File: src/rtl/pld_interleaver.sv
// Ping-pong block interleaver for punctured coded bits. Each symbol of N_CBPS
// bits (set by mod_sel) is written in permuted order into one N_MAX-bit bank
// while the other bank is read out sequentially.
// The interleaved output port is named do_bit because 'do' is a reserved word.
module pld_interleaver #(
    parameter int unsigned N_MAX = 288,
    parameter int unsigned SYM_W = 4
) (
    input  logic             clk,
    input  logic             rst,
    input  logic             done_rst,
    input  logic [1:0]       mod_sel,
    input  logic             di,
    input  logic             di_vld,
    output logic             di_rdy,
    output logic             do_bit,
    output logic             do_vld,
    output logic [SYM_W-1:0] do_sym_num,
    output logic             ovf
);
    localparam int unsigned AW = $clog2(N_MAX + 1);

    typedef enum logic {RD_IDLE, RD_BUSY} rd_state_t;

    // Bits per symbol for each modulation.
    function automatic logic [AW-1:0] n_cbps(input logic [1:0] m);
        case (m)
            2'd0:    n_cbps = AW'(48);
            2'd1:    n_cbps = AW'(96);
            2'd2:    n_cbps = AW'(192);
            default: n_cbps = AW'(288);
        endcase
    endfunction

    // Bits per subcarrier axis, s = max(N_BPSC/2, 1).
    function automatic logic [1:0] s_of(input logic [1:0] m);
        case (m)
            2'd0, 2'd1: s_of = 2'd1;
            2'd2:       s_of = 2'd2;
            default:    s_of = 2'd3;
        endcase
    endfunction

    // Column stride N_CBPS/16 of the first permutation.
    function automatic logic [AW-1:0] step_of(input logic [1:0] m);
        case (m)
            2'd0:    step_of = AW'(3);
            2'd1:    step_of = AW'(6);
            2'd2:    step_of = AW'(12);
            default: step_of = AW'(18);
        endcase
    endfunction

    // Increment modulo s (s <= 3).
    function automatic logic [1:0] inc_mod(input logic [1:0] x, input logic [1:0] s);
        inc_mod = (2'(x + 2'd1) == s) ? 2'd0 : 2'(x + 2'd1);
    endfunction

    // Write-side counters: k = 16*row + col, colbase = (N_CBPS/16)*col.
    logic [AW-1:0]    k_q, row_q, colbase_q;
    logic [3:0]       col_q;
    logic [1:0]       row_m_q, col_m_q;
    logic [1:0]       wr_mod_q, rd_mod_q;
    logic             wr_sel_q, wr_full_q;
    logic [AW-1:0]    rd_addr_q;
    logic [SYM_W-1:0] sym_cnt_q;
    logic [N_MAX-1:0] bank_q [2];
    rd_state_t        rd_state_q, rd_state_nxt;

    logic [1:0]    cur_mod, cur_s, off;
    logic [AW-1:0] cur_n, cur_step, rd_n, i_addr, j_addr;
    logic          accept, wr_last, swap, rd_last, wr_full_nxt;

    // Write address generation without dividers. Since N_CBPS/16 and N_CBPS
    // are multiples of s, i mod s = row mod s and floor(16i/N_CBPS) = col, so
    // j = i - (row mod s) + ((row - col) mod s).
    always_comb begin
        cur_mod     = (k_q == '0) ? mod_sel : wr_mod_q;
        cur_n       = n_cbps(cur_mod);
        cur_s       = s_of(cur_mod);
        cur_step    = step_of(cur_mod);
        rd_n        = n_cbps(rd_mod_q);
        accept      = di_vld & di_rdy;
        wr_last     = (k_q == AW'(cur_n - AW'(1)));
        swap        = wr_full_q && (rd_state_q == RD_IDLE);
        i_addr      = AW'(colbase_q + row_q);
        off         = (row_m_q >= col_m_q) ? 2'(row_m_q - col_m_q)
                                           : 2'(row_m_q + cur_s - col_m_q);
        j_addr      = AW'(i_addr - AW'(row_m_q) + AW'(off));
        wr_full_nxt = wr_full_q;
        if (accept && wr_last) begin
            wr_full_nxt = 1'b1;
        end else if (swap) begin
            wr_full_nxt = 1'b0;
        end
    end

    // Read controller next state: idle until a full bank is handed over.
    always_comb begin
        rd_state_nxt = rd_state_q;
        rd_last      = (rd_addr_q == AW'(rd_n - AW'(1)));
        if (done_rst) begin
            rd_state_nxt = RD_IDLE;
        end else begin
            case (rd_state_q)
                RD_IDLE: if (swap)    rd_state_nxt = RD_BUSY;
                RD_BUSY: if (rd_last) rd_state_nxt = RD_IDLE;
                default:              rd_state_nxt = RD_IDLE;
            endcase
        end
    end

    // Write-side counters, bank handover, ready and overflow flags.
    always_ff @(posedge clk or negedge rst) begin
        if (!rst) begin
            k_q       <= '0;
            row_q     <= '0;
            colbase_q <= '0;
            col_q     <= '0;
            row_m_q   <= '0;
            col_m_q   <= '0;
            wr_mod_q  <= '0;
            rd_mod_q  <= '0;
            wr_sel_q  <= 1'b0;
            wr_full_q <= 1'b0;
            di_rdy    <= 1'b0;
            ovf       <= 1'b0;
        end else if (done_rst) begin
            k_q       <= '0;
            row_q     <= '0;
            colbase_q <= '0;
            col_q     <= '0;
            row_m_q   <= '0;
            col_m_q   <= '0;
            wr_full_q <= 1'b0;
            di_rdy    <= 1'b1;
            ovf       <= 1'b0;
        end else begin
            if (di_vld && !di_rdy) begin
                ovf <= 1'b1;
            end
            if (accept) begin
                if (k_q == '0) begin
                    wr_mod_q <= mod_sel;
                end
                if (wr_last) begin
                    k_q       <= '0;
                    row_q     <= '0;
                    colbase_q <= '0;
                    col_q     <= '0;
                    row_m_q   <= '0;
                    col_m_q   <= '0;
                end else begin
                    k_q <= AW'(k_q + AW'(1));
                    if (col_q == 4'd15) begin
                        col_q     <= '0;
                        colbase_q <= '0;
                        col_m_q   <= '0;
                        row_q     <= AW'(row_q + AW'(1));
                        row_m_q   <= inc_mod(row_m_q, cur_s);
                    end else begin
                        col_q     <= 4'(col_q + 4'd1);
                        colbase_q <= AW'(colbase_q + cur_step);
                        col_m_q   <= inc_mod(col_m_q, cur_s);
                    end
                end
            end
            if (swap) begin
                wr_sel_q <= ~wr_sel_q;
                rd_mod_q <= wr_mod_q;
            end
            wr_full_q <= wr_full_nxt;
            di_rdy    <= ~wr_full_nxt;
        end
    end

    // Bank storage; occupancy is tracked by the flags, so no reset is needed.
    always_ff @(posedge clk) begin
        if (accept && !done_rst) begin
            bank_q[wr_sel_q][j_addr] <= di;
        end
    end

    // Sequential read-out of the read bank with symbol numbering.
    always_ff @(posedge clk or negedge rst) begin
        if (!rst) begin
            rd_state_q <= RD_IDLE;
            rd_addr_q  <= '0;
            sym_cnt_q  <= '0;
            do_bit     <= 1'b0;
            do_vld     <= 1'b0;
            do_sym_num <= '0;
        end else begin
            rd_state_q <= rd_state_nxt;
            if (done_rst) begin
                rd_addr_q  <= '0;
                sym_cnt_q  <= '0;
                do_bit     <= 1'b0;
                do_vld     <= 1'b0;
                do_sym_num <= '0;
            end else if (rd_state_q == RD_BUSY) begin
                do_bit     <= bank_q[~wr_sel_q][rd_addr_q];
                do_vld     <= 1'b1;
                do_sym_num <= sym_cnt_q;
                if (rd_last) begin
                    rd_addr_q <= '0;
                    sym_cnt_q <= SYM_W'(sym_cnt_q + SYM_W'(1));
                end else begin
                    rd_addr_q <= AW'(rd_addr_q + AW'(1));
                end
            end else begin
                do_bit <= 1'b0;
                do_vld <= 1'b0;
            end
        end
    end

endmodule
File: config.mk
export PLATFORM = sky130hd
export DESIGN_NAME = pld_interleaver
export DESIGN_NICKNAME = d
export VERILOG_FILES = /design/src/rtl/pld_interleaver.sv
export SDC_FILE = /design/constraint.sdc
export NUM_CORES = 1
export LEC_CHECK = 0
export BUFFER_PORTS_ARGS = -buffer_cell sky130_fd_sc_hd__buf_2
export CORE_ASPECT_RATIO = 0.75
export CORE_MARGIN = 8
export CORE_UTILIZATION = 35
export DETAILED_ROUTE_END_ITERATION = 12
export GPL_ROUTABILITY_DRIVEN = 0
export GPL_TIMING_DRIVEN = 0
export HOLD_SLACK_MARGIN = 0.12
export PLACE_DENSITY_LB_ADDON = 0.3
export SLEW_MARGIN = 15
export SYNTH_ARGS = -nofsm -noshare
export SYNTH_HDL_FRONTEND = slang
export SYNTH_SLANG_ARGS = --single-unit
File: constraint.sdc
create_clock -name clk -period 15.05 [get_ports clk]
set_input_delay 1.505 -clock clk [delete_from_list [all_inputs] [get_ports clk]]
set_output_delay 1.505 -clock clk [all_outputs]
set_load 0.03 [all_outputs]
* Word level (Yosys, flattened, before mapping)
Memory sizes are Yosys's and may differ from the RTL's.
Cells that the tools add are included.
** Word-level totals
- RAM bits :: 576
- Latch bits :: 0
- Memories kept :: 1
- Bits in read-only memories :: 0
- Output and inout bits :: 8
- Bits in registers :: 63
** Cells by class
- Magnitude comparators :: 4
- Multiplexer cells :: 59
- Bitwise logic cells :: 5
- Add/sub/neg operators :: 16
- Equality and inequality tests :: 9
- Reduce and logical (&&, ||, !) cells :: 20
- Shift operators :: 0
- Multipliers :: 0
- Divide/modulo/power cells :: 0
** Memory list
- bank_q :: depth 2, bits a word 288, read ports 1, clocked after Yosys merged registers in 0, wr ports 1, RTL line 67 : logic [N_MAX-1:0] bank_q [2];
** Operators with widths (number)
- $mux 288 :: 1
- $mux 9 :: 14
- $pmux 9 s3 :: 2
- $mux 4 :: 9
- $add 9x1->9 const B :: 3
- $mux 2 :: 12
- $lt 9x10->1 const B :: 2
- $add 9x9->9 :: 2
- $eq 9x9->1 :: 2
- $sub 9x1->9 const B :: 2
- $mux 1 :: 16
- $pmux 5 s3 :: 1
- $add 9x2->9 :: 1
- $bmux 1 s9 :: 1
- $demux 1 s9 :: 1
- $ge 9x1->1 const B :: 1
- $logic_not 9->1 :: 1
- $sub 9x2->9 :: 1
- $add 4x1->4 const B :: 2
- $reduce_and 2->1 :: 4
- $reduce_bool 2->1 :: 4
- $logic_and 1x1->1 :: 5
- $add 2x1->2 const B :: 2
- $eq 2x1->1 const B :: 2
- other kinds (14) :: 22

* Longest topological paths before layout
Gate-level depths: netlist (run 1).
- Word-level depth :: 14
- Gate-level depth with buffers :: 28
- Mapped depth without buffers :: 26

* Least setup slack after synthesis (run 1)
Ideal clock, no wire load.
- Path type :: input-to-reg
- From :: in mod_sel[1]
- To :: mem bank_q[1][262], enable pin
- Stages on the path :: 24
- Slack :: 8.535 ns
- Path buffers :: 2
- Data arrival time :: 6.202 ns
- Library setup time :: 0.313 ns
- Cell sequence :: mux2i_1 > inv_1 > ha_1 > ha_1 > inv_1 > ha_1 > xnor2_1 > xnor2_1 > xnor2_1 > mux2i_1 > fa_1 > ha_1 > inv_1 > fa_1 > inv_1 > a21oi_1 > o21ai_1 > a21oi_1 > o21bai_1 > xnor2_2 > nand2_1 > buf_2 > clkbuf_1 > nor3_1
** On the way
- Cells in the longest elaborated chain, start to end :: 13
** RTL lines
- start, declared :: RTL line 12 : input logic [1:0] mod_sel,
- $mux 2 *
- via cur_mod[1] :: RTL line 70 : logic [1:0] cur_mod, cur_s, off;
- $eq 2x1->1 / $logic_not 2->1 (equally long branches) :: RTL line 37 : case (m)
- $reduce_or 2->1 :: RTL line 37
- $pmux 2 s2 * :: RTL line 37
- $add 2x2->2 * :: RTL line 88 : : 2'(row_m_q + cur_s - col_m_q);
- $sub 2x2->2 * :: RTL line 88
- $mux 2 * :: RTL line 87 : off = (row_m_q >= col_m_q) ? 2'(row_m_q - col_m_q)
- $add 9x2->9 * :: RTL line 89 : j_addr = AW'(i_addr - AW'(row_m_q) + AW'(off));
- $lt 9x10->1 (implied by the code) / $ge 9x1->1 (equally long branches) :: RTL line 180 : bank_q[wr_sel_q][j_addr] <= di;
- $logic_and 1x1->1 (implied by the code) :: RTL line 180
- $mux 1 (implied by the code) :: RTL line 180
- $demux 1 s9 * :: RTL line 180
- $mux 288 (implied by the code) * :: RTL line 180
- end, declared :: RTL line 67
Mark *: on every way through the listed nets, which the timed path passes. The rest lies on a longest branch.

* Worst setup path in the final report (run 1)
- From :: reg k_q[0]
- To :: mem bank_q[1][21], enable pin
** On the way
- Cells in the longest elaborated chain, start to end :: 14
** RTL lines
- start, declared :: RTL line 60 : logic [AW-1:0] k_q, row_q, colbase_q;
- start signal, assigned :: RTL line 154 : k_q <= AW'(k_q + AW'(1));
- $logic_not 9->1 * :: RTL line 78 : cur_mod = (k_q == '0) ? mod_sel : wr_mod_q;
- $mux 2 *
- via cur_mod[1] :: RTL line 70
- $eq 2x1->1 / $logic_not 2->1 (equally long branches) :: RTL line 37
- $reduce_or 2->1 :: RTL line 37
- $pmux 2 s2 * :: RTL line 37
- $add 2x2->2 * :: RTL line 88
- $sub 2x2->2 * :: RTL line 88
- $mux 2 * :: RTL line 87
- $add 9x2->9 * :: RTL line 89
- $lt 9x10->1 (implied by the code) / $ge 9x1->1 (equally long branches) :: RTL line 180
- $logic_and 1x1->1 (implied by the code) :: RTL line 180
- $mux 1 (implied by the code) :: RTL line 180
- $demux 1 s9 * :: RTL line 180
- $mux 288 (implied by the code) * :: RTL line 180
Marks and branches as above.

==> PnR_summary.wiki, run 1 <==
{| class="wikitable"
! Metric !! Value
|-
| Initial Util || 0.353
|-
| Initial antenna violation count || 2
|-
| Total number of vias || between 20000 and 25000
|-
| Number of levels in the clock H-tree || 3
|-
| Hold-fix buffer count after cts || 0
|-
| Synthesis warning total || 0
|-
| Cell accounting for the most synthesized area || edfxtp_1
|-
| Remaining global-route overflow || 0
|-
| Relative slew slack || 0.0566
|-
| Resize count post-CTS || 0
|-
| Layout overhead on the synthesized area || 12.5%
|-
| Highest clock frequency the design can meet || between 100 and 150 MHz
|-
| Clock sink count || approximately 640
|-
| Min Clock Period, post-route || 8.39 ns
|-
| Average cell area after synthesis || between 10 and 15 um2
|-
| Number of enable-type register cells in the synthesized netlist || 576
|-
| Data arrival time of the worst path || between 8 and 9 ns
|-
| Number of cells produced by synthesis || approximately 2400
|-
| Worst-path cell with the longest stage delay || nand2_1
|-
| Routing usage on met3 || 0.109
|-
| Layout cell share with drive strength beyond 1 || 0.128
|-
| Final routed wirelength across all metal layers || ~120000 um
|-
| Number of global-route vias before repair || around 23000
|-
| Number of synthesized register bits || between 600 and 700
|-
| Max-cap viol count || 0
|-
| Kind of start point of the critical path || flip-flop
|-
| Logic depth of the worst register-to-register path || 28
|-
| Vias per std cell || roughly 6.5
|-
| Ports || 15
|-
| Number of DRC violations after detailed routing || 0
|-
| Pre-CTS setup slack || about 6.2 ns
|-
| Kind of end point of the critical path || flip-flop
|-
| Die Footprint || about 98000 um2
|-
| Number of hold violations in the final report || 0
|-
| Required time at the endpoint of the critical path || approximately 15 ns
|-
| Classification of the worst-slack hold path || reg -> reg
|-
| Post-route worst setup slack || approximately 6.7 ns
|-
| Post-route ant nets || 0
|-
| End point of the worst hold path || ovf
|-
| Proportion of netlist area held by the largest area contributor || 0.559
|-
| Root Driver || clkbuf_16
|-
| Die boundary height || ~270 um
|-
| Measured slew at the worst slew-check pin || roughly 1.4 ns
|-
| Worst hold slack || ~0.51 ns
|-
| Max Transition Viols Final || 0
|-
| Pin count of the biggest net entering global routing || 154
|-
| Width of the die || roughly 360 um
|-
| Syn Std Cell Area || approximately 31000 um2
|-
| Clock transition at path regs || 0.06 ns
|-
| Nets@finish || around 2600
|-
| CP Class || reg -> reg
|-
| Most common library cell in the layout ignoring fill and taps || edfxtp_1
|-
| Iteration-0 DRC count of the detailed router || between 4000 and 5000
|-
| Worst reg2reg path startpoint || k_q[0]
|-
| Crit-path max cell delay || 0.90 ns
|-
| Busiest layer in global routing || met2
|-
| Met1 track demand over resource in global routing || 0.323
|-
| Nets in the synthesized netlist || 2477
|-
| Number of endpoints failing setup at the final stage || 0
|-
| Register-to-Register Setup Slack || ~6.7 ns
|-
| Met2 routing resource usage after global routing || 0.325
|-
| Outcome || finished clean
|-
| Placeable core area || 87700 um2
|-
| Number of distinct library cell variants in the gate-level netlist after synthesis || 63
|-
| Worst reg2reg endpoint || bank_q[1][21]
|-
| Final routed wire length divided by cell count || 32.6 um
|-
| Share of flip-flops with an asynchronous set or reset after synthesis || 0.0986
|-
| Critical path origin || k_q[0]
|-
| Unrepaired setup endpoints after global routing || no
|-
| Clock tree skew after final layout || 0.0397 ns
|-
| Core Util, Final || 0.397
|-
| Setup TNS Final || 0 ns
|-
| Crit-path max FO || 10
|-
| Largest cells by area after synthesis || edfxtp_1, mux4_2, nor3_1
|-
| Final clock period utilization by the worst path || 0.557
|-
| Commonest non-fill, non-tap cells in the layout || edfxtp_1, nor3_1, nor4_1
|-
| Buffers inserted by post-CTS timing repair || 0
|-
| Critical hold path startpoint || ovf
|-
| Most frequently used flop master after synthesis || edfxtp_1
|-
| Rows || 94
|-
| TritonCTS clock tree || done
|-
| Number of instances on the worst hold path || 2
|-
| Wire length of the first global-routing pass || between 150000 and 200000 um
|-
| HPWL after DPL || roughly 84000 um
|-
| Later-pin clock latency in the skew report || 0.64 ns
|-
| Number of buffers created by CTS || 67
|-
| Largest buffer count on any clock path || 3
|-
| Global-route usage over all layers || 0.238
|-
| Register area share after synthesis || 0.610
|-
| Count of port buffers added during placement || 13
|-
| Detailed-router iteration count before antenna repair || 6
|}
cell usage after synthesis, drive strengths merged, types with 8 or more instances:
master	count
a211oi	18
a21oi	38
a22oi	11
a31oi	8
buf	97
clkbuf	145
dfrtp	63
edfxtp	576
ha	42
inv	58
mux2i	130
mux4	92
nand2	161
nand2b	8
nand3	52
nand4	10
nor2	88
nor2b	14
nor3	333
nor4	260
o21ai	51
o221ai	18
o22ai	29
xnor2	31
xor2	11
cell families after synthesis:
group,after synthesis,share of synthesized area
flip-flops,639,0.610
AND/OR/NAND/NOR,952,0.158
multiplexers,225,0.110
AO/OA/AOI/OAI,216,0.0461
adder cells (fa/ha/maj),48,0.0209
XOR/XNOR,42,0.0124
buffers and inverters,300,0.0428
critical path: cells and delay by family (launching register included):
family | cells | cell delay, ns
buf+inv | 7 | 1.51
xor+xnor | 4 | 1.03
compound gates | 4 | 0.56
simple gates | 4 | 1.63
flops | 1 | 0.40
mux | 2 | 0.86
fa+ha+maj | 7 | 2.03
through the flow:
stage	cells	area, um2
2_1_floorplan	2422	31000
3_3_place_gp	3587	32500
3_5_place_dp	3594	32700
4_1_cts	3716	34800
5_1_grt	3716	34800
6_report	3718	34800
state kept, by name, summed over array words and instances (netlist names):
signal	count
row_q	9
colbase_q	9
rd_addr_q	9
do_sym_num	4
do_vld	1
sym_cnt_q	4
col_q	4
rd_state_q	1
k_q	9
rd_mod_q	2
wr_mod_q	2
col_m_q	2
bank_q	576
di_rdy	1
do_bit	1
row_m_q	2
wr_full_q	1
wr_sel_q	1
ovf	1
per-layer routing:
layer / wire (um) / up-vias
met5: 193 / -
met4: 5630 / 6
met3: 20300 / 345
met2: 48000 / 1965
met1: 47100 / 12100
li1: - / 9667
how the worst max path moves through the flow:
stage,end,slack [ns],cells after the start
after detailed placement,bank_q[1][21],6.24,25
final,bank_q[1][21],6.66,28
after global routing,bank_q[1][21],6.19,28
after CTS,bank_q[1][21],6.78,28
after global placement,bank_q[0][57],6.40,1
after floorplan,bank_q[1][262],8.54,24
final cells by class:
class                           count  area (um2)
Clock buffer                       82        1780
Multi-Input combinational cell   1483       10800
Buffer                            242        1130
Antenna cell                        2        5.00
Clock inverter                     40         389
Sequential cell                   639       18900
Fill cell                        8314       52900
Timing Repair Buffer               20         241
Tap cell                         1152        1440
Inverter                           58         218
Power of run 1 is left out: the tool's default activity adds up to more than one toggle a clock period on the data nets, which glitch-free logic cannot reach.
==> run 2, diff against run 1 <==
==> constraint.sdc (replaced) <==
create_clock -name clk -period 6.85 [get_ports clk]
set_input_delay 0.685 -clock clk [delete_from_list [all_inputs] [get_ports clk]]
set_output_delay 0.685 -clock clk [all_outputs]
set_load 0.03 [all_outputs]
==> run 2 against run 1 <==
Effect of this change: final cell count about the same; register-to-register slack worse by 6.4 ns; setup slack got worse by 6.4 ns; sequential share of layout area fell by 0.35 points; critical path depth decreased by 4; design area rose by 0.65%.
==> PnR_summary.wiki, run 2 (synthesis gave the netlist of run 1 again) <==
{| class="wikitable"
! Metric !! Value
|-
| Die boundary height || 274 um
|-
| Setup TNS Final || 0 ns
|-
| Number of buffers created by CTS || between 60 and 70
|-
| Max reg flops || 576
|-
| Clock tree skew after final layout || around 0.046 ns
|-
| Critical hold path startpoint || di_vld
|-
| Count of fill cells added during filler insertion || just over 8000
|-
| Total number of vias || 24100
|-
| Critical path origin || k_q[0]
|-
| Initial Util || 0.353
|-
| Post-route insts no fill || 3719
|-
| Later-pin clock latency in the skew report || between 0.6 and 0.7 ns
|-
| Pin count of the biggest net entering global routing || 154
|-
| CP Class || reg -> reg
|-
| Clock sink count || 639
|-
| Ports || 15
|-
| Relative slew slack || 0.134
|-
| Number of hold violations in the final report || 0
|-
| Data arrival time of the worst path || between 6 and 7 ns
|-
| Commonest non-fill, non-tap cells in the layout || edfxtp_1, nor3_1, nor4_1
|-
| Final routed wirelength across all metal layers || 121000 um
|-
| Max Transition Viols Final || 0
|-
| Number of endpoints failing setup at the final stage || 0
|-
| Kind of end point of the critical path || flip-flop
|-
| Register with the most flip-flops || bank_q
|-
| Layout cell share with drive strength beyond 1 || 0.151
|-
| Highest clock frequency the design can meet || about 150 MHz
|-
| Number of global-route vias before repair || about 23000
|-
| Measured slew at the worst slew-check pin || about 1.3 ns
|-
| Largest buffer count on any clock path || 3
|-
| Min Clock Period, post-route || between 6 and 7 ns
|-
| CP delay by family, top || simple AND/OR/NAND/NOR gates
|-
| Rows || between 90 and 100
|-
| Required time at the endpoint of the critical path || 7.16 ns
|-
| TritonCTS clock tree || done
|-
| HPWL after DPL || approximately 84000 um
|-
| Max-cap viol count || 0
|-
| Core Util, Final || 0.400
|-
| Detailed-router iteration count before antenna repair || 10
|-
| Post-route ant nets || 0
|-
| Placeable core area || 87700 um2
|-
| Final routed wire length divided by cell count || 32.6 um
|-
| Most common library cell in the layout ignoring fill and taps || edfxtp_1
|-
| Worst-path cell chain || inv_1, ha_1, nor4b_4, nand2_1, mux2i_4, inv_1, ha_4, ha_1, inv_1, ha_1, xnor2_1, xnor2_1, xnor2_1, mux2i_1, fa_1, ha_1, inv_1, fa_1, clkbuf_1, nand2b_1, nor2_1, nand3_1, nand3b_1, nor2_1
|-
| Unrepaired setup endpoints after global routing || yes
|-
| Crit-path max FO || 10
|-
| Outcome || finished clean
|-
| Root Driver || clkbuf_16
|-
| Initial antenna violation count || 3
|-
| Width of the die || 359 um
|-
| Worst reg2reg path startpoint || k_q[0]
|-
| DP Cell Count || 3594
|-
| Layout overhead on the synthesized area || 13.3%
|-
| Pre-CTS setup slack || -1.39 ns
|-
| Count of port buffers added during placement || 13
|-
| Crit-path max cell delay || 0.66 ns
|-
| Kind of start point of the critical path || flip-flop
|-
| Vias per std cell || roughly 6.5
|-
| Classification of the worst-slack hold path || in -> reg
|-
| Wire length of the first global-routing pass || roughly 170000 um
|-
| Die Footprint || 98300 um2
|-
| Number of levels in the clock H-tree || 3
|-
| Number of DRC violations after detailed routing || 0
|-
| Post-route worst setup slack || 0.215 ns
|-
| Remaining global-route overflow || 0
|-
| Worst-path cell with the longest stage delay || nor2_1
|-
| Nets@finish || around 2600
|-
| Critical path buffer and inverter count || 5
|-
| Iteration-0 DRC count of the detailed router || roughly 4800
|-
| Final clock period utilization by the worst path || 0.969
|-
| Clock transition at path regs || 0.06 ns
|-
| Global-route usage over all layers || 0.238
|}
==> run 2: worst min-delay path: stages <==
cell     delay (ns)
buf_2          0.12
a21oi_1        0.07
nor2_1         0.08
==> run 2: repair_timing <==
item / in CTS / in global routing
pin swaps: 0 / 0
hold buffers: 1 / 0
resized for setup: 18 / 64
buffers inserted: 1 / 0
endpoints found under the hold margin: 9 / 0
endpoints found under the setup margin: 576 / 575
==> run 2: cell type report <==
cell class / instances / area (um2) / share of cell area
buffer: 242 / 1160 / 0.0330
inverter: 58 / 218 / 0.00621
timing repair buffer: 22 / 259 / 0.00738
tap: 1152 / 1440 / 0.0411
clock inverter: 40 / 389 / 0.0111
multi-input combinational: 1483 / 11000 / 0.312
clock buffer: 82 / 1780 / 0.0506
antenna: 1 / 2.50 / 0.0000713
sequential: 639 / 18900 / 0.538
==> run 2: final timing paths <==
| kind | endpoint | cells past startpoint | slack (ns) |
|---|---|---|---|
| min reg2reg | col_q[3] | 1 | 0.51 |
| max in group asynchronous | wr_mod_q[1] | 3 | 5.90 |
| max | bank_q[0][274] | 24 | 0.22 |
| min | ovf | 3 | 0.34 |
| max reg2reg | bank_q[0][274] | 24 | 0.22 |
| min in group asynchronous | row_q[5] | 2 | 0.44 |
==> run 2: stage by stage <==
stage / hold WS, ns / cell area, um2
CTS: 0.324 / 34900
global placement: 0.477 / 32500
global route: 0.340 / 35100
detailed placement: 0.486 / 32700
floorplan: 0.389 / 31000
finish: 0.340 / 35100
==> run 2: routing by layer <==
metal,vias up,wire length (um),global-route usage
met5,-,40,0.00294
met4,2,5930,0.0973
met3,370,20700,0.107
met2,2038,47800,0.326
met1,12000,46600,0.324
li1,9669,-,-
Power of run 2 is left out for the same reason.
